--- src/rtl/keypad_matrix_scanner.sv ---
// Row-scanning matrix keypad front end with per-key debounce and a key event FIFO.
// Optional macro KEYPAD_RELEASE_EVT_EN: also queue release events (otherwise presses only).
module keypad_matrix_scanner #(
   parameter int ROWS           = 4,
   parameter int COLS           = 4,
   parameter int SCAN_DIV       = 25000,
   parameter int DEBOUNCE_SCANS = 3,
   parameter int FIFO_DEPTH     = 4,
   localparam int KEYS          = ROWS * COLS,
   localparam int KW            = $clog2(ROWS * COLS)
) (
   input  logic              clk,
   input  logic              rst,
   input  logic [COLS-1:0]   col_in,
   output logic [ROWS-1:0]   row_out,
   output logic [KEYS-1:0]   key_state,
   output logic              evt_valid,
   input  logic              evt_ready,
   output logic [KW-1:0]     evt_code,
   output logic              evt_press,
   output logic              overflow
);

   localparam int RW   = $clog2(ROWS);
   localparam int CW   = $clog2(COLS);
   localparam int DW   = $clog2(SCAN_DIV);
   localparam int CNTW = $clog2(DEBOUNCE_SCANS + 1);
   localparam int AW   = $clog2(FIFO_DEPTH);
`ifdef KEYPAD_RELEASE_EVT_EN
   localparam int EW   = KW + 1;
`else
   localparam int EW   = KW;
`endif

   localparam logic [DW-1:0]   DWELL_LAST = DW'(SCAN_DIV - 1);
   localparam logic [DW-1:0]   EVAL_END   = DW'(COLS);
   localparam logic [RW-1:0]   ROW_LAST   = RW'(ROWS - 1);
   localparam logic [CNTW-1:0] DEB_LAST   = CNTW'(DEBOUNCE_SCANS);
   localparam logic [AW:0]     FIFO_FULL  = (AW + 1)'(FIFO_DEPTH);

   logic [COLS-1:0] col_meta;
   logic [COLS-1:0] col_sync;

   always_ff @(posedge clk) begin
      if (rst) begin
         col_meta <= '1;
         col_sync <= '1;
      end else begin
         col_meta <= col_in;
         col_sync <= col_meta;
      end
   end

   logic [DW-1:0] dwell_cnt;
   logic [RW-1:0] row_idx;
   logic          dwell_wrap;

   assign dwell_wrap = (dwell_cnt == DWELL_LAST);

   always_ff @(posedge clk) begin
      if (rst) begin
         dwell_cnt <= '0;
         row_idx   <= '0;
      end else if (dwell_wrap) begin
         dwell_cnt <= '0;
         row_idx   <= (row_idx == ROW_LAST) ? '0 : row_idx + RW'(1);
      end else begin
         dwell_cnt <= dwell_cnt + DW'(1);
      end
   end

   // Registered drive lags row_idx by one cycle, so the first cycle out of reset drives no row.
   always_ff @(posedge clk) begin
      if (rst) row_out <= '1;
      else     row_out <= ~(ROWS'(1) << row_idx);
   end

   logic [COLS-1:0] sample_cols;
   logic [RW-1:0]   sample_row;

   always_ff @(posedge clk) begin
      if (rst) begin
         sample_cols <= '1;
         sample_row  <= '0;
      end else if (dwell_wrap) begin
         sample_cols <= col_sync;
         sample_row  <= row_idx;
      end
   end

   logic            eval_active;
   logic [CW-1:0]   eval_col;
   logic [KW-1:0]   eval_key;
   logic [CNTW-1:0] deb_cnt [KEYS];
   logic [CNTW-1:0] cur_cnt;
   logic [CNTW-1:0] cnt_inc;
   logic            cur_state;
   logic            sample_closed;
   logic            disagree;
   logic            flip;

   assign eval_active = (dwell_cnt < EVAL_END);
   assign eval_col    = CW'(dwell_cnt);
   assign eval_key    = KW'(KW'(sample_row) * KW'(COLS) + KW'(eval_col));

   always_comb begin
      cur_state     = key_state[eval_key];
      cur_cnt       = deb_cnt[eval_key];
      sample_closed = ~sample_cols[eval_col];
      disagree      = eval_active && (sample_closed != cur_state);
      cnt_inc       = cur_cnt + CNTW'(1);
      flip          = disagree && (cnt_inc == DEB_LAST);
   end

   always_ff @(posedge clk) begin
      if (rst) begin
         key_state <= '0;
         for (int k = 0; k < KEYS; k++) deb_cnt[k] <= '0;
      end else if (eval_active) begin
         if (!disagree) begin
            deb_cnt[eval_key] <= '0;
         end else if (flip) begin
            deb_cnt[eval_key]   <= '0;
            key_state[eval_key] <= ~cur_state;
         end else begin
            deb_cnt[eval_key] <= cnt_inc;
         end
      end
   end

   logic          push_req;
   logic [EW-1:0] push_data;
   logic [EW-1:0] fifo_head;

`ifdef KEYPAD_RELEASE_EVT_EN
   assign push_req  = flip;
   assign push_data = {eval_key, ~cur_state};
   assign evt_press = fifo_head[0];
`else
   // Releases still update key_state but never enter the queue.
   assign push_req  = flip && !cur_state;
   assign push_data = eval_key;
   assign evt_press = 1'b1;
`endif

   // Event handshake: the head is offered while evt_valid is high and is consumed on a
   // cycle where evt_valid && evt_ready; until then evt_code/evt_press hold their values.
   logic [EW-1:0] fifo_mem [FIFO_DEPTH];
   logic [AW-1:0] rd_ptr;
   logic [AW-1:0] wr_ptr;
   logic [AW:0]   fifo_count;
   logic          fifo_full;
   logic          pop;
   logic          push_ok;

   assign fifo_full = (fifo_count == FIFO_FULL);
   assign evt_valid = (fifo_count != '0);
   assign pop       = evt_valid && evt_ready;
   assign push_ok   = push_req && (!fifo_full || pop);
   assign fifo_head = fifo_mem[rd_ptr];
   assign evt_code  = fifo_head[EW-1 -: KW];

   always_ff @(posedge clk) begin
      if (rst) begin
         rd_ptr     <= '0;
         wr_ptr     <= '0;
         fifo_count <= '0;
         overflow   <= 1'b0;
         for (int i = 0; i < FIFO_DEPTH; i++) fifo_mem[i] <= '0;
      end else begin
         if (push_ok) begin
            fifo_mem[wr_ptr] <= push_data;
            wr_ptr           <= wr_ptr + AW'(1);
         end
         if (pop) rd_ptr <= rd_ptr + AW'(1);
         case ({push_ok, pop})
            2'b10:   fifo_count <= fifo_count + (AW + 1)'(1);
            2'b01:   fifo_count <= fifo_count - (AW + 1)'(1);
            default: fifo_count <= fifo_count;
         endcase
         if (push_req && !push_ok) overflow <= 1'b1;
      end
   end

endmodule

--- config.mk ---
export PLATFORM = sky130hd
export DESIGN_NAME = keypad_matrix_scanner
export DESIGN_NICKNAME = d
export VERILOG_FILES = /design/src/rtl/keypad_matrix_scanner.sv
export SDC_FILE = /design/constraint.sdc
export NUM_CORES = 1
export LEC_CHECK = 0
export CORE_ASPECT_RATIO = 1.4
export CORE_MARGIN = 8
export CORE_UTILIZATION = 60
export CTS_CLUSTER_SIZE = 40
export DETAILED_ROUTE_END_ITERATION = 7
export DONT_BUFFER_PORTS = 1
export HOLD_SLACK_MARGIN = 0.03
export PLACE_DENSITY = 0.76
export SYNTH_ARGS = -nofsm -noshare
export SYNTH_HDL_FRONTEND = slang
export SYNTH_SLANG_ARGS = --single-unit
--- constraint.sdc ---
create_clock -name clk -period 6.15 [get_ports clk]
set_input_delay 1.5375 -clock clk [delete_from_list [all_inputs] [get_ports clk]]
set_output_delay 1.5375 -clock clk [all_outputs]
set_load 0.02 [all_outputs]
# After elaboration in Yosys (flattened, before gate mapping)
# Memories as Yosys holds them, arrays and structs flattened. A register that Yosys moved wholly into a read port is not among the register bits.
# Cells that the tools add are included.
[totals]
reg_bits = 59
mem_bits_rw = 48
out_inout_bits = 27
n_memories = 2
[classes]
n_addsub = 8
order_cmp = 4
n_eq_ne = 7
shift = 1
n_mux = 38
n_bitwise = 5
reduce_logical = 17
[mem_list]
columns = ["memory", "depth", "width", "read_ports", "rd_ports_with_merged_regs", "wr", "line_no", "text"]
rows = [
  ["deb_cnt", 16, 2, 1, 0, 16, "94", "logic [CNTW-1:0] deb_cnt [KEYS];"],
  ["fifo_mem", 4, 4, 1, 1, 4, "148", "logic [EW-1:0] fifo_mem [FIFO_DEPTH];"],
]
[ops]
columns = ["operator", "count"]
rows = [
  ["1-bit 2-to-1 mux", 24],
  ["16-bit bitwise mux", 1],
  ["15-bit by 1-bit adder with 15-bit output, second input constant", 1],
  ["15-bit equality test, second input constant", 1],
  ["15-bit by 3-bit < comparator with 1-bit output, second input constant", 1],
  ["2-bit 2-to-1 mux", 7],
  ["2-bit by 1-bit adder with 2-bit output, second input constant", 4],
  ["4-bit 2-to-1 mux", 2],
  ["1-bit logical AND", 7],
  ["2-bit equality test, second input constant", 3],
  ["3-bit one-hot mux with 2 select lines", 1],
  ["4-bit by 5-bit < comparator with 1-bit output, second input constant", 1],
  ["4-bit by 2-bit adder with 4-bit output", 1],
  ["1-bit binary-select mux with 4-bit select", 1],
  ["1-bit demux with 4-bit select", 1],
  ["4-bit by 1-bit >= comparator with 1-bit output, second input constant", 1],
  ["4-bit inverter", 1],
  ["2-bit OR reduction", 2],
  ["4-bit OR reduction", 1],
  ["1-bit by 2-bit << shifter with 4-bit output, first input constant", 1],
  ["3-bit by 1-bit adder with 3-bit output, second input constant", 1],
  ["3-bit equality test, second input constant", 1],
  ["1-bit zero test", 3],
  ["2-bit by 3-bit < comparator with 1-bit output, second input constant", 1],
  ["10 further kinds", 12],
]

# Longest topological paths before layout
# Gate-level depths: netlist (run 1).
[depth]
depth_word = 15
depth_mapped = 16
mapped_depth_nobuf = 14

# Least setup slack after synthesis (run 1)
# OpenSTA, ideal clock, no wires.
[synth_path]
path_kind = "register -> register"
start = "reg dwell_cnt[0]"
end = "reg fifo_count[2]"
t_arrival_ns = 3.535
required_time_ns = 6.029
slack_ns = 2.494
path_stages_with_launch = 15
n_path_buf = 2
synth_period_minus_slack_ns = 3.656
path_cell_list = "dfxtp_1 buf_6 buf_2 mux4_2 mux2_2 o21ai_0 ha_1 inv_1 or3_4 or3_4 nand2_1 fa_1 inv_1 a22oi_1 mux2_2"
[synth_between]
elab_chain_cells = 10
elab_cells_between_ends = 20
cone_classes = "add/sub (2); order compare (1); eq/ne (4); mux (5); bitwise (1); reduce/logical (6); memory (1)"
[synth_rtl]
columns = ["element", "line_no", "text"]
rows = [
  ["start, declared", "54", "logic [DW-1:0] dwell_cnt;"],
  ["start signal, assigned", "68", "dwell_cnt <= dwell_cnt + DW'(1);"],
  ["parallel branches: the longest is 6 deep, another holds 4-bit by 2-bit adder with 4-bit output", "-", ""],
  ["1-bit logical AND (*)", "141", "assign push_req = flip && !cur_state;"],
  ["1-bit logical AND (*)", "159", "assign push_ok = push_req && (!fifo_full || pop);"],
  ["2-bit by 1-bit equality test with 1-bit output / 2-bit equality test (equally long branches)", "176", "case ({push_ok, pop})"],
  ["3-bit one-hot mux with 2 select lines / 2-bit nonzero test (equally long branches)", "-", ""],
  ["end signal, assigned", "177", "2'b10: fifo_count <= fifo_count + (AW + 1)'(1);"],
  ["end signal, assigned", "178", "2'b01: fifo_count <= fifo_count - (AW + 1)'(1);"],
  ["end signal, assigned", "179", "default: fifo_count <= fifo_count;"],
  ["end, declared", "151", "logic [AW:0] fifo_count;"],
]
# Every way passes the cells marked *. The select of a mux whose other input is x is not followed.
# A chain may end at the register's enable or synchronous reset.

# Worst setup path after layout (run 1)
# Ends and elaborated chain as after synthesis.

==> flow_metrics.tcl, run 1 <==
set metrics [dict create \
    ys_warn_count 0 \
    r2r-start "dwell_cnt[0]" \
    rsz0062_at_grt "no" \
    synth_xor_xnor_area_share 0.02398 \
    cts_htree_levels 3 \
    design_area_um2 5448 \
    startpoint_type "flop" \
    antenna_cells 0 \
    reg2reg_slack_ns 2.04 \
    peakVddDrop_mv 0.1665 \
    die_w_um 94.02 \
    top_usage_layer "met2" \
    clk_pin_slew_ns 0.07 \
    antenna_found_initial 0 \
    synth_fa_ha_area_frac 0.02594 \
    final.setup.tns_ns 0 \
    overflow 0 \
    async_flop_share 0 \
    worst_pin_slew_ns 0.9680 \
    hold_violations 0 \
    hold_buffers 0 \
    place_hpwl_um 7450 \
    syn-num-nets 490 \
    timing_worst_setup_path_type "flop to flop" \
    clk_path_buf_depth 2 \
    port_buffers 0 \
    viasPerCell 5.974 \
    seqPwrFrac 0.517 \
    switchingPower_mw 0.3885 \
    fin_crit_ns 4.107 \
    cts_made_buffers 9 \
    yosys.area_share.simple 0.2061 \
    finalSetupViolations 0 \
    min_path_cells 1 \
    p_int_mw 1.189 \
    dpl_cell_area_um2 5137 \
    finClkSkew_ns 0.008396 \
    fin_nets 476 \
    dr_total_vias 3399 \
    grt_max_degree 73 \
    grt_first_pass_wirelength_um 17510 \
    ioPinCount 34 \
    cts_tree "done" \
    die_area_um2 11770 \
    ys_ff_latch 109 \
    max_freq_mhz 243.5 \
    initial_core_util 0.6080 \
    worstSetupStartpoint "dwell_cnt[0]" \
    power_frac_comb 0.110 \
    post-route-period-util 0.6678 \
    synth_edf_count 48 \
    postCtsResizedCells 0 \
    rows 40 \
    postCtsSetupBuffers 0 \
    fill_cells 645 \
    drc 0 \
    synthesis.area_um2 5112 \
    die-height_um 125.2 \
    critPathCaptureType "flop" \
    clockPowerShare 0.372 \
    synth_mux_area_frac 0.09349 \
    swShare 0.2463 \
    area_growth_pct 6.559 \
    status "completed" \
    avgSynthCellArea_um2 10.81 \
    clock-root-buffer "clkbuf_16" \
    met2_usage 0.3365 \
    grt_usage 0.1925 \
    fp.coreArea_um2 8408 \
    whs_endpoint "col_sync[0]" \
    synth_compound_area_frac 0.08982 \
    gp_congestion 0.8084 \
    wirelength_um 10760 \
    synth_flop_cell "dfxtp_1" \
    hold_class "flop to flop" \
    ys_seq_area_frac 0.5208 \
    p_per_area_nw_per_um2 289.6 \
    reg2reg_depth 12 \
    grt_pass1_vias 3504 \
    required_ns 6.39 \
    ant_nets 0 \
    wl_per_cell_um 18.91 \
    leakagePower_nw 1.878 \
    grtUsageMet1 0.2059 \
    max_cap_viol_count 0 \
    synth.distinct_cells 53 \
    synth_cells 473 \
    cp_data_arrival_time_ns 4.35 \
    cts.sinks 109 \
    drt_iter0_drc 207 \
    holdCritStartpoint "col_meta[0]" \
    drive_above_1_share 0.1379 \
    clock_latency_ns 0.35 \
    cp_max_fo 20 \
    synth_top_family_by_area "simple AND/OR/NAND/NOR gates" \
    slew_viol_final 0 \
    relSlewSlack 0.3547 \
    reg2reg_to "fifo_count[2]" \
    grtUsageMet3 0.04850 \
    dr.pass1.iters 5 \
]
registers in the layout, summed over array words and instances (netlist names), 3 cells and up, named ones only:
name and count:
dwell_cnt 15, sample_cols 4, fifo_count 3, fifo_mem 16, row_out 4, deb_cnt 32
col_meta 4, key_state 16, col_sync 4
routing by layer:
metal	vias up	routed length [um]
met4	0	341
met1	1642	3927
met3	27	590
li1	1631	-
met2	99	5899
met5	-	0
area by class of cell:
cell class	count	area [um2]	share of cell area
well taps	105	131.4	0.02412
flip-flops and latches	109	2663	0.4887
clock inverters	5	35.03	0.006431
multi-input cells	317	2250	0.4130
inverters	19	71.32	0.01309
clock buffers	11	275.3	0.05053
repair buffers	3	22.52	0.004134
cells by family (layout without fill, tap and decap cells):
kind of cell               count (synthesis)  in the layout
AOI/OAI and AO/OA                         62             62
DFF                                      109            109
adders and majority gates                 10             10
xor gates and xnor gates                  14             14
muxes                                     28             28
other                                      1              1
and+or+nand+nor                          202            202
buffers and inverters                     47             38
per-stage QoR:
stage | util | total power [mW] | instances | setup WS, ns | hold WS (ns)
final | 0.6479 | 1.577 | 569 | 2.043 | 0.4099
after global routing | 0.6479 | 1.635 | 569 | 1.698 | 0.4349
after CTS | 0.6479 | 1.585 | 569 | 1.993 | 0.4102
after detailed placement | 0.6110 | 1.008 | 553 | 2.000 | 0.3934
after global placement | 0.6110 | 1.000 | 553 | 2.086 | 0.3947
after floorplan | - | 0.9785 | 473 | 2.494 | 0.3895
Yosys cell counts, types with 2 or more instances:
library cell	instances	share of area
o21bai_1	18	0.026
nor4_1	2	0.0024
a21oi_1	5	0.0049
a31oi_1	4	0.0049
nand3_1	15	0.015
nor4_2	2	0.0049
nor4_4	2	0.0083
mux4_2	15	0.066
nand4_1	5	0.0061
buf_6	2	0.0044
a211oi_1	4	0.0059
or3_1	4	0.0049
edfxtp_1	48	0.28
mux2i_1	8	0.016
o22ai_1	10	0.012
nor3_1	7	0.0069
nor2_1	81	0.059
or2_2	11	0.013
and3_1	2	0.0024
nand2b_1	18	0.022
clkbuf_1	19	0.014
and2_1	2	0.0024
buf_2	4	0.0039
nand2_1	25	0.018
o211ai_1	2	0.0029
a211o_1	4	0.0069
xor2_1	9	0.015
inv_1	19	0.014
mux2_2	4	0.0088
nor2b_1	19	0.023
buf_1	2	0.0015
xnor2_1	5	0.0086
dfxtp_1	61	0.24
o21ai_0	5	0.0049
or3_4	3	0.0066
a311o_1	2	0.0039
ha_1	9	0.022
placed cells by master, fill, tap and decap left out, types with 10 or more instances in the layout:
cell type,Yosys,final
or2_2,11,11
nand3_1,15,15
nor2_1,81,81
clkbuf_16,0,11
mux4_2,15,15
o22ai_1,10,10
nor2b_1,19,19
nand2_1,25,25
nand2b_1,18,18
inv_1,19,19
edfxtp_1,48,48
o21bai_1,18,18
dfxtp_1,61,61
worst max path at each step:
stage,endpoint,depth (start not counted)
global placement,fifo_count[2],12
CTS,fifo_count[2],12
finish,fifo_count[2],12
floorplan,fifo_count[2],14
detailed placement,fifo_count[2],12
global route,fifo_count[2],12
worst max-delay path, cell delays in order (launching register included):
cell	delay, ns
dfxtp_1	0.95
mux4_2	0.60
mux2_2	0.27
o21ai_0	0.22
ha_1	0.24
inv_1	0.10
or3_4	0.41
or3_4	0.37
nand2_1	0.09
fa_1	0.16
inv_1	0.05
a22oi_1	0.18
mux2_2	0.36
power groups by stage:
stage / sequential, mW / clock (mW) / combinational [mW]
2_1_floorplan: 0.816 / 0 / 0.163
3_3_place_gp: 0.831 / 0 / 0.169
3_5_place_dp: 0.833 / 0 / 0.175
4_1_cts: 0.817 / 0.592 / 0.176
5_1_grt: 0.820 / 0.625 / 0.190
6_report: 0.816 / 0.587 / 0.174
Power figures use the tool's default switching activity.
==> run 2: changes to the inputs <==
- CORE_UTILIZATION: 60 -> 57
- PLACE_DENSITY: 0.76 -> 0.75
- clock period: 6.15 -> 3.3 ns (I/O delays scaled with it)
==> flow_metrics.tcl, run 2 (synthesis results as in run 1) <==
set metrics [dict create \
    viasPerCell 5.976 \
    cts_made_buffers 9 \
    overflow 0 \
    cp_max_fo 6 \
    die_w_um 96.04 \
    startpoint_type "flop" \
    place_ws_ns -0.03760 \
    clockPowerShare 0.356 \
    fill_cells 700 \
    drt_iter0_drc 269 \
    worst_pin_slew_ns 0.6725 \
    ioPinCount 34 \
    grt_max_degree 73 \
    holdWs_ns 0.4098 \
    cp_data_arrival_time_ns 3.46 \
    relSlewSlack 0.5453 \
    crit_slowest_cell "mux4_2" \
    cts_htree_levels 3 \
    utilization 0.6378 \
    port_buffers 0 \
    clk_path_buf_depth 2 \
    wirelength_um 11050 \
    status "completed" \
    fin_nets 499 \
    design_area_um2 5660 \
    hold_class "flop to flop" \
    cts_tree "done" \
    initial_core_util 0.5761 \
    multi_input_area_um2 2282 \
    place_hpwl_um 7817 \
    mostFrequentLayoutCells "80 x nor2_1, 60 x dfxtp_1, 48 x edfxtp_1, 24 x nand2_1, 23 x buf_4" \
    required_ns 3.54 \
    die-height_um 128.1 \
    clock_latency_ns 0.35 \
    dp.cells 574 \
    p_total_mw 2.963 \
    drc 0 \
    max_freq_mhz 310.6 \
    slew_viol_final 0 \
    area_growth_pct 10.72 \
    fp.coreArea_um2 8875 \
    rsz0062_at_grt "yes" \
    grt_usage 0.1920 \
    finalSetupViolations 0 \
    ant_nets 0 \
    dpl_cell_area_um2 5313 \
    cp_cell_sequence "mux4_2 -> mux2_2 -> o21ai_2 -> ha_2 -> inv_2 -> or3_4 -> or3_4 -> nand2_2 -> fa_2 -> inv_2 -> nor2_2 -> a22oi_2 -> mux2_4" \
    final.setup.tns_ns 0 \
    top_regs "deb_cnt: 32 flops, fifo_mem: 16 flops, key_state: 16 flops" \
    crit_path_max_incr_delay_ns 0.51 \
    regArea_um2 2666 \
    largest_register_ff_count 32 \
    layout_setup_ws_ns 0.08093 \
    dr.pass1.iters 4 \
    final_common_cell "nor2_1" \
    switchingPower_mw 0.7511 \
    seqPwrFrac 0.509 \
    antenna_cells 0 \
    rows 41 \
    dr_total_vias 3550 \
    die_area_um2 12300 \
    clock-root-buffer "clkbuf_16" \
    wl_per_cell_um 18.60 \
    post-route-period-util 0.9755 \
    gp_congestion 0.8764 \
    top_register "deb_cnt" \
    critPathCaptureType "flop" \
    power_frac_comb 0.134 \
    hold_violations 0 \
    leakagePower_nw 1.996 \
    finClkSkew_ns 0.008552 \
    p_per_area_nw_per_um2 523.4 \
    clk_pin_slew_ns 0.07 \
    peakVddDrop_mv 0.3609 \
    drive_above_1_share 0.1992 \
    cts.sinks 109 \
    fin_crit_ns 3.219 \
    hold_buffers 0 \
    p_int_mw 2.212 \
    swShare 0.2535 \
    antenna_found_initial 0 \
    final_cells 594 \
    grt_first_pass_wirelength_um 17970 \
    grt_pass1_vias 3595 \
    max_cap_viol_count 0 \
    timing_worst_setup_path_type "flop to flop" \
]
## run 2: cell count changes in the layout (fill, tap and decap cells not counted), sizes merged
cell / delta
inv: +1
buf: +23
clkinv: -1
## run 2: routing by layer
| layer | track usage | vias to the layer above | part of all wire |
|---|---|---|---|
| met4 | 0.1108 | 0 | 0.034 |
| met3 | 0.04572 | 28 | 0.046 |
| met5 | 0 | - | 0 |
| met1 | 0.2044 | 1736 | 0.38 |
| met2 | 0.3317 | 101 | 0.54 |
| li1 | - | 1685 | - |
## run 2: layout make-up
type	instances	share of cell area
clock inverter	5	0.006631
inverter	19	0.01260
tap	107	0.02365
timing repair buffer	26	0.03802
multi-input combinational	317	0.4032
clock buffer	11	0.04487
sequential	109	0.4710
## run 2: what timing repair did
action                                  CTS  global route
gates resized for setup                   1            11
setup buffers                             0             4
pin swaps                                 0             6
endpoints found under the setup margin    5             7
## run 2: path summary, 6_finish.rpt
| path | from | endpoint | slack (ns) | depth (start not counted) |
|---|---|---|---|---|
| min reg2reg | col_meta[0] | col_sync[0] | 0.41 | 1 |
| max reg2reg | dwell_cnt[0] | fifo_count[2] | 0.08 | 13 |
| min | col_meta[0] | col_sync[0] | 0.41 | 1 |
| max | dwell_cnt[0] | fifo_count[2] | 0.08 | 13 |
## run 2: power by group through the flow
stage                     Combinational, mW  Sequential [mW]  Clock, mW
after CTS                             0.374             1.51       1.08
after global routing                  0.431             1.52       1.12
after detailed placement              0.371             1.54          0
after floorplan                       0.309             1.52          0
final                                 0.398             1.51       1.06
after global placement                0.356             1.54          0
## run 2: critical path: cells and delay by family, from the launching register on
kind,cells,cell delay (ns)
AO/OA/AOI/OAI,2,0.21
adder cells (fa/ha/maj),2,0.39
buffers and inverters,2,0.09
flip-flops,1,0.40
multiplexers,3,1.11
AND/OR/NAND/NOR,4,0.90
